<file path="config.mk">
export PLATFORM = sky130hd
export DESIGN_NAME = cpu_tx_serializer
export DESIGN_NICKNAME = d
export VERILOG_FILES = /design/src/rtl/cpu_tx_pkg.sv /design/src/rtl/cpu_tx_serializer.sv
export SDC_FILE = /design/constraint.sdc
export NUM_CORES = 1
export LEC_CHECK = 0
export BUFFER_PORTS_ARGS = -buffer_cell sky130_fd_sc_hd__buf_4
export CAP_MARGIN = 40
export CORE_ASPECT_RATIO = 0.9
export CORE_MARGIN = 2
export CORE_UTILIZATION = 37
export DETAILED_ROUTE_END_ITERATION = 16
export GPL_TIMING_DRIVEN = 0
export PLACE_DENSITY = 0.65
export SETUP_SLACK_MARGIN = 0.05
export SLEW_MARGIN = 10
export SYNTH_ARGS = -nofsm -noshare
export SYNTH_HDL_FRONTEND = slang
export SYNTH_SLANG_ARGS = --single-unit
</file>
<file path="constraint.sdc">
create_clock -name w_clk -period 3.32 [get_ports w_clk]
set_input_delay 0.166 -clock w_clk [delete_from_list [all_inputs] [get_ports w_clk]]
set_output_delay 0.166 -clock w_clk [all_outputs]
set_load 0.05 [all_outputs]
</file>
<file path="src/rtl/cpu_tx_pkg.sv">
// Shared definitions for the CPU->FPGA request framing: FSM states, header layout, SOP bit, tag width.
// Also used by the FPGA-side deframer. CPU_TX_CHECKSUM_EN adds the CSUM state.
package cpu_tx_pkg;

    localparam int SOP_BIT       = 32;
    localparam int HDR_MASK_LSB  = 0;
    localparam int HDR_MASK_W    = 4;
    localparam int HDR_WRITE_BIT = 4;
    localparam int HDR_TAG_LSB   = 8;
    localparam int TAG_WIDTH     = 8;

    typedef enum logic [2:0] {
        ST_IDLE = 3'd0,
        ST_HDR  = 3'd1,
        ST_ADDR = 3'd2,
        ST_DATA = 3'd3
`ifdef CPU_TX_CHECKSUM_EN
        , ST_CSUM = 3'd4
`endif
    } state_t;

    function automatic logic [31:0] make_header(
        input logic [HDR_MASK_W-1:0] mask,
        input logic                  is_write,
        input logic [TAG_WIDTH-1:0]  tag
    );
        logic [31:0] h;
        h = '0;
        h[HDR_MASK_LSB +: HDR_MASK_W] = mask;
        h[HDR_WRITE_BIT]              = is_write;
        h[HDR_TAG_LSB +: TAG_WIDTH]   = tag;
        return h;
    endfunction

endpackage

</file>
<file path="src/rtl/cpu_tx_serializer.sv">
// Serializes one memory request into FIFO words: header (SOP), address, write data, and
// a trailing XOR checksum word when CPU_TX_CHECKSUM_EN is defined. Never writes while full.
module cpu_tx_serializer
    import cpu_tx_pkg::*;
#(
    parameter int WIDTH      = 33,
    parameter int ADDR_WIDTH = 32,
    parameter int DATA_WIDTH = 32
) (
    input  logic                  w_clk,
    input  logic                  w_rst,
    input  logic                  req_valid,
    output logic                  req_ready,
    input  logic                  req_write,
    input  logic [ADDR_WIDTH-1:0] req_addr,
    input  logic [DATA_WIDTH-1:0] req_wdata,
    input  logic [3:0]            req_mask,
    output logic [WIDTH-1:0]      fifo_data,
    output logic                  fifo_w_en,
    input  logic                  fifo_full,
    output logic                  busy,
    output state_t                fsm_state
);

    state_t                 state, state_next, tail_state;
    logic                   write_q;
    logic [ADDR_WIDTH-1:0]  addr_q;
    logic [DATA_WIDTH-1:0]  wdata_q;
    logic [3:0]             mask_q;
    logic [TAG_WIDTH-1:0]   tag_q, tag_cnt;
    logic [31:0]            addr_ext, data_ext;
    logic                   accept;

    assign accept    = req_valid && req_ready;
    assign req_ready = (state == ST_IDLE) && !w_rst;
    assign busy      = (state != ST_IDLE);
    assign fifo_w_en = (state != ST_IDLE) && !fifo_full && !w_rst;
    assign fsm_state = state;

`ifdef CPU_TX_CHECKSUM_EN
    logic [31:0] csum_q;
    assign tail_state = ST_CSUM;

    // Folds every word actually written, so stalled words are counted exactly once.
    always_ff @(posedge w_clk) begin
        if (w_rst || accept) begin
            csum_q <= '0;
        end else if (fifo_w_en) begin
            csum_q <= csum_q ^ fifo_data[31:0];
        end
    end
`else
    assign tail_state = ST_IDLE;
`endif

    always_ff @(posedge w_clk) begin
        if (w_rst) begin
            state   <= ST_IDLE;
            tag_cnt <= '0;
            tag_q   <= '0;
            write_q <= 1'b0;
            addr_q  <= '0;
            wdata_q <= '0;
            mask_q  <= '0;
        end else begin
            state <= state_next;
            if (accept) begin
                write_q <= req_write;
                addr_q  <= req_addr;
                wdata_q <= req_wdata;
                mask_q  <= req_mask;
                tag_q   <= tag_cnt;
                tag_cnt <= tag_cnt + 1'b1;
            end
        end
    end

    always_comb begin
        state_next = state;
        case (state)
            ST_IDLE: if (accept)    state_next = ST_HDR;
            ST_HDR:  if (fifo_w_en) state_next = ST_ADDR;
            ST_ADDR: if (fifo_w_en) state_next = write_q ? ST_DATA : tail_state;
            ST_DATA: if (fifo_w_en) state_next = tail_state;
`ifdef CPU_TX_CHECKSUM_EN
            ST_CSUM: if (fifo_w_en) state_next = ST_IDLE;
`endif
            default: state_next = ST_IDLE;
        endcase
    end

    always_comb begin
        addr_ext = '0;
        addr_ext[ADDR_WIDTH-1:0] = addr_q;
        data_ext = '0;
        data_ext[DATA_WIDTH-1:0] = wdata_q;
    end

    // Output word depends only on state and captured registers, so it holds during a stall.
    always_comb begin
        fifo_data = '0;
        case (state)
            ST_HDR: begin
                fifo_data[SOP_BIT]  = 1'b1;
                fifo_data[31:0]     = make_header(mask_q, write_q, tag_q);
            end
            ST_ADDR: fifo_data[31:0] = addr_ext;
            ST_DATA: fifo_data[31:0] = data_ext;
`ifdef CPU_TX_CHECKSUM_EN
            ST_CSUM: fifo_data[31:0] = csum_q;
`endif
            default: fifo_data = '0;
        endcase
    end

endmodule

</file>
==> Yosys cells after proc, flatten, opt, wreduce, memory -nomap -nowiden <==
Cells that the tools add are included.
{ "classes": {"addsub": 1, "n_eq_ne": 7, "n_mux": 8, "reduce_logical": 9} }
{ "op_table": {"columns": ["cell", "n"], "rows": [
  ["$pmux W32 S3", 1],
  ["$mux W3", 4],
  ["$pmux W3 S4", 1],
  ["$add A8 B1 Y8 const B", 1],
  ["$ne A2 B2 Y1 const B", 4],
  ["$eq A3 B2 Y1 const B", 2],
  ["$logic_and A1 B1 Y1", 4],
  ["$reduce_and A4 Y1", 1],
  ["$eq A3 B1 Y1 const B", 1],
  ["$logic_not A3 Y1", 1],
  ["$reduce_bool A3 Y1", 1],
  ["$logic_not A1 Y1", 2],
  ["$mux W2", 1],
  ["$mux W1", 1]
]} }
{ "word_totals": {"regBits": 88, "input_bits": 73, "output_inout_bits": 39, "wordCells": 32} }

==> Depth between registers and ports, before layout <==
Gate-level depths: netlist of run 1.
{ "logic_depth": {"depth_word": 5, "ltp_mapped": 6, "depth_no_buf": 4} }

==> Worst setup path before layout of run 1 <==
No wires, ideal clock.
{ "synth_path": {"kind": "register -> output", "startpoint": "reg state[0], in the netlist fsm_state[0]", "endpoint": "out fifo_data[10]", "t_arrival_ns": 2.578, "required_time_ns": 3.154, "slack_ns": 0.576, "path_stages_with_launch": 6, "path_buffers": 2, "path_cell_list": "dfxtp_1 > buf_1 > nor2b_1 > clkbuf_1 > nand2_1 > o21ai_0"} }
{ "synth_via": {"elab_chain_cells": 2, "word_cells_on_any_way": 4, "classes_between": "eq/ne (3); mux (1)"} }
{ "synth_lines": {"columns": ["element", "line_no", "rtl"], "rows": [
  ["from (decl)", "cpu_tx_serializer.sv:25", "state_t state, state_next, tail_state;"],
  ["from (signal assigned)", "cpu_tx_serializer.sv:66", "state <= state_next;"],
  ["$eq A3 B2 Y1 or $eq A3 B1 Y1 (tied branches)", "cpu_tx_serializer.sv:102", "case (state)"],
  ["$pmux W32 S3 *", "cpu_tx_serializer.sv:102", null],
  ["to (decl)", "cpu_tx_serializer.sv:18", "output logic [WIDTH-1:0] fifo_data,"]
]} }
Mark *: on every way between the ends. The rest lies on a longest branch, timed or not.

==> Worst setup path in the final report of run 1 <==
{ "layout_path": {"startpoint": "reg state[0], in the netlist fsm_state[0]", "endpoint": "out fifo_data[4]"} }
Same word-level chain as after synthesis.

==> results of run 1 <==
tightest hold or removal path, cell delays in order:
cell	delay [ns]
buf_4	0.08
nand2_1	0.04
nand2_1	0.04
sequential cells by signal, summed over array words and instances (netlist names):
| signal | count |
|---|---|
| addr_ext | 32 |
| tag_q | 8 |
| mask_q | 4 |
| fsm_state | 2 |
| data_ext | 32 |
| write_q | 1 |
| tag_cnt | 8 |
stage by stage:
stage	setup slack [ns]	hold slack, ns	instance area, sq um	instances
after floorplan	0.576	0.265	3840	479
after global placement	1.03	0.353	4830	718
after detailed placement	1.08	0.353	4830	719
after CTS	0.714	0.00532	5160	735
after global routing	0.448	0.00309	5160	735
final	0.685	0.0122	5160	735
per-layer routing:
metal	up-vias	share of wire, %
li1	1827	-
met1	1637	48
met2	110	45
met3	4	6.6
met4	0	0.48
met5	-	0
kinds of logic after synthesis:
family,synth area share [%]
AND/OR/NAND/NOR,37.4
flip-flops,45.4
buffers and inverters,4.07
multiplexers,8.63
AO/OA/AOI/OAI,3.88
adder cells (fa/ha/maj),0.326
other,0.0977
XOR/XNOR,0.228
cell type report:
class                      count  share of cell area [%]
inverter                       2                   0.146
clock buffer                  11                    4.71
sequential                    87                    33.8
buffer                        37                    2.89
tap                          129                    3.13
multi-input combinational    353                    37.6
clock inverter                 5                    1.58
timing repair buffer         111                    16.2
synthesized netlist by cell type, drive strengths merged, types with 2 or more instances:
| library cell | count | area, sq um |
|---|---|---|
| dfxtp | 87 | 1740 |
| o31ai | 3 | 22.5 |
| buf | 7 | 36.3 |
| inv | 2 | 7.51 |
| o21ai | 15 | 75.1 |
| nand3b | 76 | 571 |
| or4 | 3 | 22.5 |
| or3 | 2 | 12.5 |
| mux2i | 32 | 320 |
| nor2 | 23 | 86.3 |
| nand4 | 2 | 12.5 |
| clkbuf | 30 | 113 |
| nor2b | 4 | 25.0 |
| nand3 | 3 | 15.0 |
| a21oi | 7 | 35.0 |
| nand2 | 171 | 642 |
worst min-delay path by stage:
stage | startpoint | end | cells after the start
6_report | req_wdata[24] | data_ext[24] | 3
5_1_grt | req_addr[19] | addr_ext[19] | 3
4_1_cts | req_wdata[24] | data_ext[24] | 3
3_5_place_dp | req_addr[17] | addr_ext[17] | 3
3_3_place_gp | req_addr[18] | addr_ext[18] | 3
2_1_floorplan | req_addr[0] | addr_ext[0] | 2
power breakdown:
part	total [mW]	internal, mW	leakage, nW	switching, mW
combinational	0.410	0.172	1.50	0.239
sequential	1.16	1.12	0.713	0.0441
clock	1.09	0.680	0.156	0.410
==> metrics.cfg, run 1 <==
[global_routing]
grt.overflow.total = 0
use_met1_pct = 27.6
grt_max_degree = 15
busiest_layer = met2
use_met3_pct = 4.39
grt_antenna_before_repair = 0
met2_usage_pct = 32.7
grt_usage_pct = 20.1
grt_pass1_wl_mm = 18.1
grt_pass1_vias = 3683

[pwr]
powerDensity_nw_per_um2 = 516
power_mw = 2.66
irDropWorstVdd_uv = 251
p_leak_nw = 2.37

[final_layout]
drive_gt1_share_pct = 22.3
multiInputGateArea_sq_um = 1940
final_cell_mix = nand2_1 (171), buf_4 (112), dfxtp_1 (87), nand3b_1 (76), mux2i_1 (32)
seqCellArea_sq_um = 1740
final_nets = 675
synthToLayoutAreaGrowth_pct = 34.3
antennaDiodeCount = 0
num-fill-cells = 994
layout_commonest_cell = nand2_1
final_util_pct = 50.8

[critical_path]
required_ns = 3.15
slowest_delay_ns = 0.41
path_depth = 6
startpoint_type = flop
path_buf_inv = 3
critical_path.max_fanout = 10
rr_endpoint = addr_ext[27]
crit_type = flop to primary output
r2r-start = fsm_state[1]
critPathArrivalTime_ns = 2.47
critical-path-top-delay-family = buffers and inverters
startpoint = fsm_state[0]
crit_chain = buf_1, nor2b_1, clkbuf_1, nand2_1, o21ai_0, buf_4
cp-end-kind = primary output
reg2reg_depth = 6
rrSetupSlack_ns = 1.28
slowest_stage = dfxtp_1
setup.worst_path.end = fifo_data[4]

[sta]
fmax_mhz = 380
slew_viol_final = 0
tightestPinTransition_ns = 0.706
relSlewSlack_pct = 53.0
final.setup.tns_ns = 0
finalHoldViolCount = 0
period_share_pct = 79.4
setup_viol = 0
period_minus_slack_ns = 2.63
rsz0062_at_grt = false
finClkSkew_ns = 0.00557

[logic_synthesis]
avgSynthCellArea_sq_um = 8.02
synthCells = 479
synth_edf_count = 0
asyncSetResetFlopFracSynth_pct = 0
synth-warning-count = 0
syn-cell-area_sq_um = 3840
synth_seq_cells = 87
synth.distinct_cells = 30
seq_area_frac_synth_pct = 45.4
ys.flop_type = dfxtp_1
synth.net_count = 553

[place]
dp.final_hpwl_mm = 7.98
io_buffer_count = 110
place_congestion = 0.850

[clock_network]
clock_tree.buffer_depth = 2
numCtsBuffers = 9
clock-sinks = 87
clk-insertion-delay-late_ns = 0.33
h-tree-depth = 3
cts_resized = 0
cts_tree = built
post_cts_buffers = 0
path_clk_slew_ns = 0.07
holdBufCountCts = 0
clockRootBuffer = clkbuf_16

[detailed_routing]
wl_per_cell_um = 14.9
vias = 3578
drt_first_iter_violations = 176
drc = 0
wl_mm = 11.0
ant_nets = 0
via_per_inst = 4.87
dr.pass1.iters = 4

[floorplanning]
coreArea_sq_um = 10200
initial_core_util_pct = 37.8
row_count = 35
die_x_um = 111
die_area_sq_um = 11200
ios = 112
die_y_um = 101

[job]
cap_viol_max_count = 0

[worst_hold_path]
hold_class = input pin to flop

[status]
status = completed

No activity file was read; power rests on OpenSTA's default activity.
==> inputs of run 2 (changes only) <==
- PLACE_DENSITY: 0.65 -> 0.68
- clock period: 3.32 -> 2.4 ns (I/O delays scaled with it)
==> run 2 against run 1 <==
Against the previous run:
- setup slack got worse by 0.42 ns
- clock power increased by 38%
- via count increased by 11%
- total power increased by 42%
- critical endpoint unchanged
- clock skew decreased by 0.0010 ns
- highest routed layer unchanged
- critical path depth unchanged
- largest power group unchanged
==> metrics.cfg, run 2 (synthesis gave the netlist of run 1 again) <==
[clock_network]
post_cts_buffers = 0  ; unchanged
cts_tree = built
numCtsBuffers = 9  ; unchanged
clock_tree.buffer_depth = 2  ; unchanged
clock-sinks = 87  ; unchanged
clk-insertion-delay-late_ns = 0.34  ; about the same
clockRootBuffer = clkbuf_16
path_clk_slew_ns = 0.06  ; about the same
h-tree-depth = 3  ; unchanged

[critical_path]
critical-path-top-delay-family = buffers and inverters
slowest_delay_ns = 0.40  ; about the same
critPathArrivalTime_ns = 2.01  ; -0.46 ns
rrSetupSlack_ns = 0.30  ; -0.98 ns
crit_chain = clkbuf_2, nor2b_2, clkbuf_2, nand2_1, o21ai_2, buf_4
slowest_stage = dfxtp_1
cp-end-kind = primary output
rr_endpoint = addr_ext[0]
reg2reg_depth = 5  ; -1
required_ns = 2.28  ; -0.87 ns
critical_path.max_fanout = 10  ; unchanged
startpoint_type = flop
crit_type = flop to primary output
crit_top_cell = clkbuf_2
r2r-start = fsm_state[1]
path_buf_inv = 3  ; unchanged

[global_routing]
grt_pass1_wl_mm = 19.1  ; +5.4%
grt_antenna_before_repair = 0  ; unchanged
grt_pass1_vias = 4034  ; +9.5%
grt.overflow.total = 0  ; unchanged
grt_max_degree = 16  ; +1
grt_usage_pct = 21.0  ; +0.89 points

[final_layout]
antennaDiodeCount = 0  ; unchanged
synthToLayoutAreaGrowth_pct = 52.9
layout_commonest_cell = nand2_1
stdcell_area_sq_um = 5870  ; +14%
final_cell_mix = nand2_1 (171), buf_4 (111), dfxtp_1 (87), nand3b_1 (76), dlygate4sd3_1 (68)
final_nets = 742  ; +9.9%
drive_gt1_share_pct = 21.8  ; -0.43 points

[sta]
period_minus_slack_ns = 2.13
finalHoldViolCount = 0  ; unchanged
rsz0062_at_grt = false
setup_viol = 0  ; unchanged
period_share_pct = 88.9
whs_ns = 0.00556  ; -0.00666 ns
relSlewSlack_pct = 40.2  ; -13 points
finClkSkew_ns = 0.00453  ; -0.00104 ns
tightestPinTransition_ns = 0.895  ; +0.189 ns
slew_viol_final = 0  ; unchanged
fmax_mhz = 469

[place]
dp.final_hpwl_mm = 7.91  ; -0.83%
place_congestion = 0.836  ; -1.8%
place_area_sq_um = 4860  ; +0.60%
io_buffer_count = 110  ; unchanged

[detailed_routing]
wl_mm = 11.8  ; +7.7%
drc = 0  ; unchanged
vias = 3964  ; +11%
via_per_inst = 4.94  ; +1.5%
wl_per_cell_um = 14.7  ; -1.3%
dr.pass1.iters = 5  ; +1
ant_nets = 0  ; unchanged
drt_first_iter_violations = 186  ; +5.7%

[pwr]
p_leak_nw = 2.67  ; +13%
powerDensity_nw_per_um2 = 643  ; +25%
irDropWorstVdd_uv = 299  ; +19%
power_mw = 3.78  ; +42%

[job]
cap_viol_max_count = 0  ; unchanged

[worst_hold_path]
holdCritStartpoint = req_addr[7]
hold_class = input pin to flop
hold_end = addr_ext[7]
holdPathStages = 3  ; unchanged

[floorplanning]
die_y_um = 101  ; unchanged
initial_core_util_pct = 37.8  ; unchanged
die_area_sq_um = 11200  ; unchanged
coreArea_sq_um = 10200  ; unchanged
row_count = 35  ; unchanged
die_x_um = 111  ; unchanged
ios = 112  ; unchanged

[status]
status = completed

==> run 2: cell types whose count changed in the layout (fill, tap and decap cells not counted), sizes merged <==
cell,before,now
buf,118,116
clkbuf,41,40
clkinv,2,3
clkinvlp,1,2
dlygate4sd3,0,68
==> run 2: worst max path at each step <==
stage	from	endpoint	slack (ns)	depth (start not counted)
6_report	fsm_state[0]	fifo_data[4]	0.27	6
5_1_grt	fsm_state[1]	tag_q[2]	0.12	6
4_1_cts	fsm_state[0]	fifo_data[4]	0.10	6
3_5_place_dp	w_rst	addr_ext[0]	0.23	7
3_3_place_gp	w_rst	data_ext[28]	0.25	7
2_1_floorplan	fsm_state[0]	fifo_data[10]	-0.22	4
==> run 2: what timing repair did <==
action,in CTS,in global routing
hold buffers,68,0
setup endpoints to repair,9,11
pin swaps,0,0
resized for setup,1,1
endpoints found under the hold margin,68,0
==> run 2: per-stage QoR <==
stage | setup slack [ns] | std cells | setup TNS (ns) | utilization, %
after floorplan | -0.217 | 479 | -0.282 | -
after global placement | 0.254 | 718 | 0 | 47.9
after detailed placement | 0.232 | 718 | 0 | 47.9
after CTS | 0.104 | 802 | 0 | 57.8
after global routing | 0.121 | 802 | 0 | 57.8
final | 0.266 | 802 | 0 | 57.8
==> run 2: layer usage <==
metal	vias up	part of all wire [%]	GRT usage, %
met1	1837	46	27.2
li1	1962	-	-
met5	-	0	0
met3	24	5.8	3.73
met2	141	46	35.6
met4	0	2.0	7.69
==> run 2: power by group <==
part | internal, mW | total, mW | switching, mW
Combinational | 0.311 | 0.667 | 0.356
Clock | 0.913 | 1.50 | 0.586
Sequential | 1.55 | 1.61 | 0.0635
==> run 2: layout make-up <==
cell class,count,area [sq um]
inverters,2,7.51
clock buffers,9,225
multi-input cells,353,1980
well taps,129,161
repair buffers,178,1510
flip-flops and latches,87,1740
clock inverters,7,97.6
plain buffers,37,151
fillers,909,4290
==> run 2: worst reg2reg max path, delay by kind of cell (launching register included) <==
family                 cells  cell delay, ns
and+or+nand+nor            3            0.99
buffers and inverters      2            0.66
DFF                        1            0.39
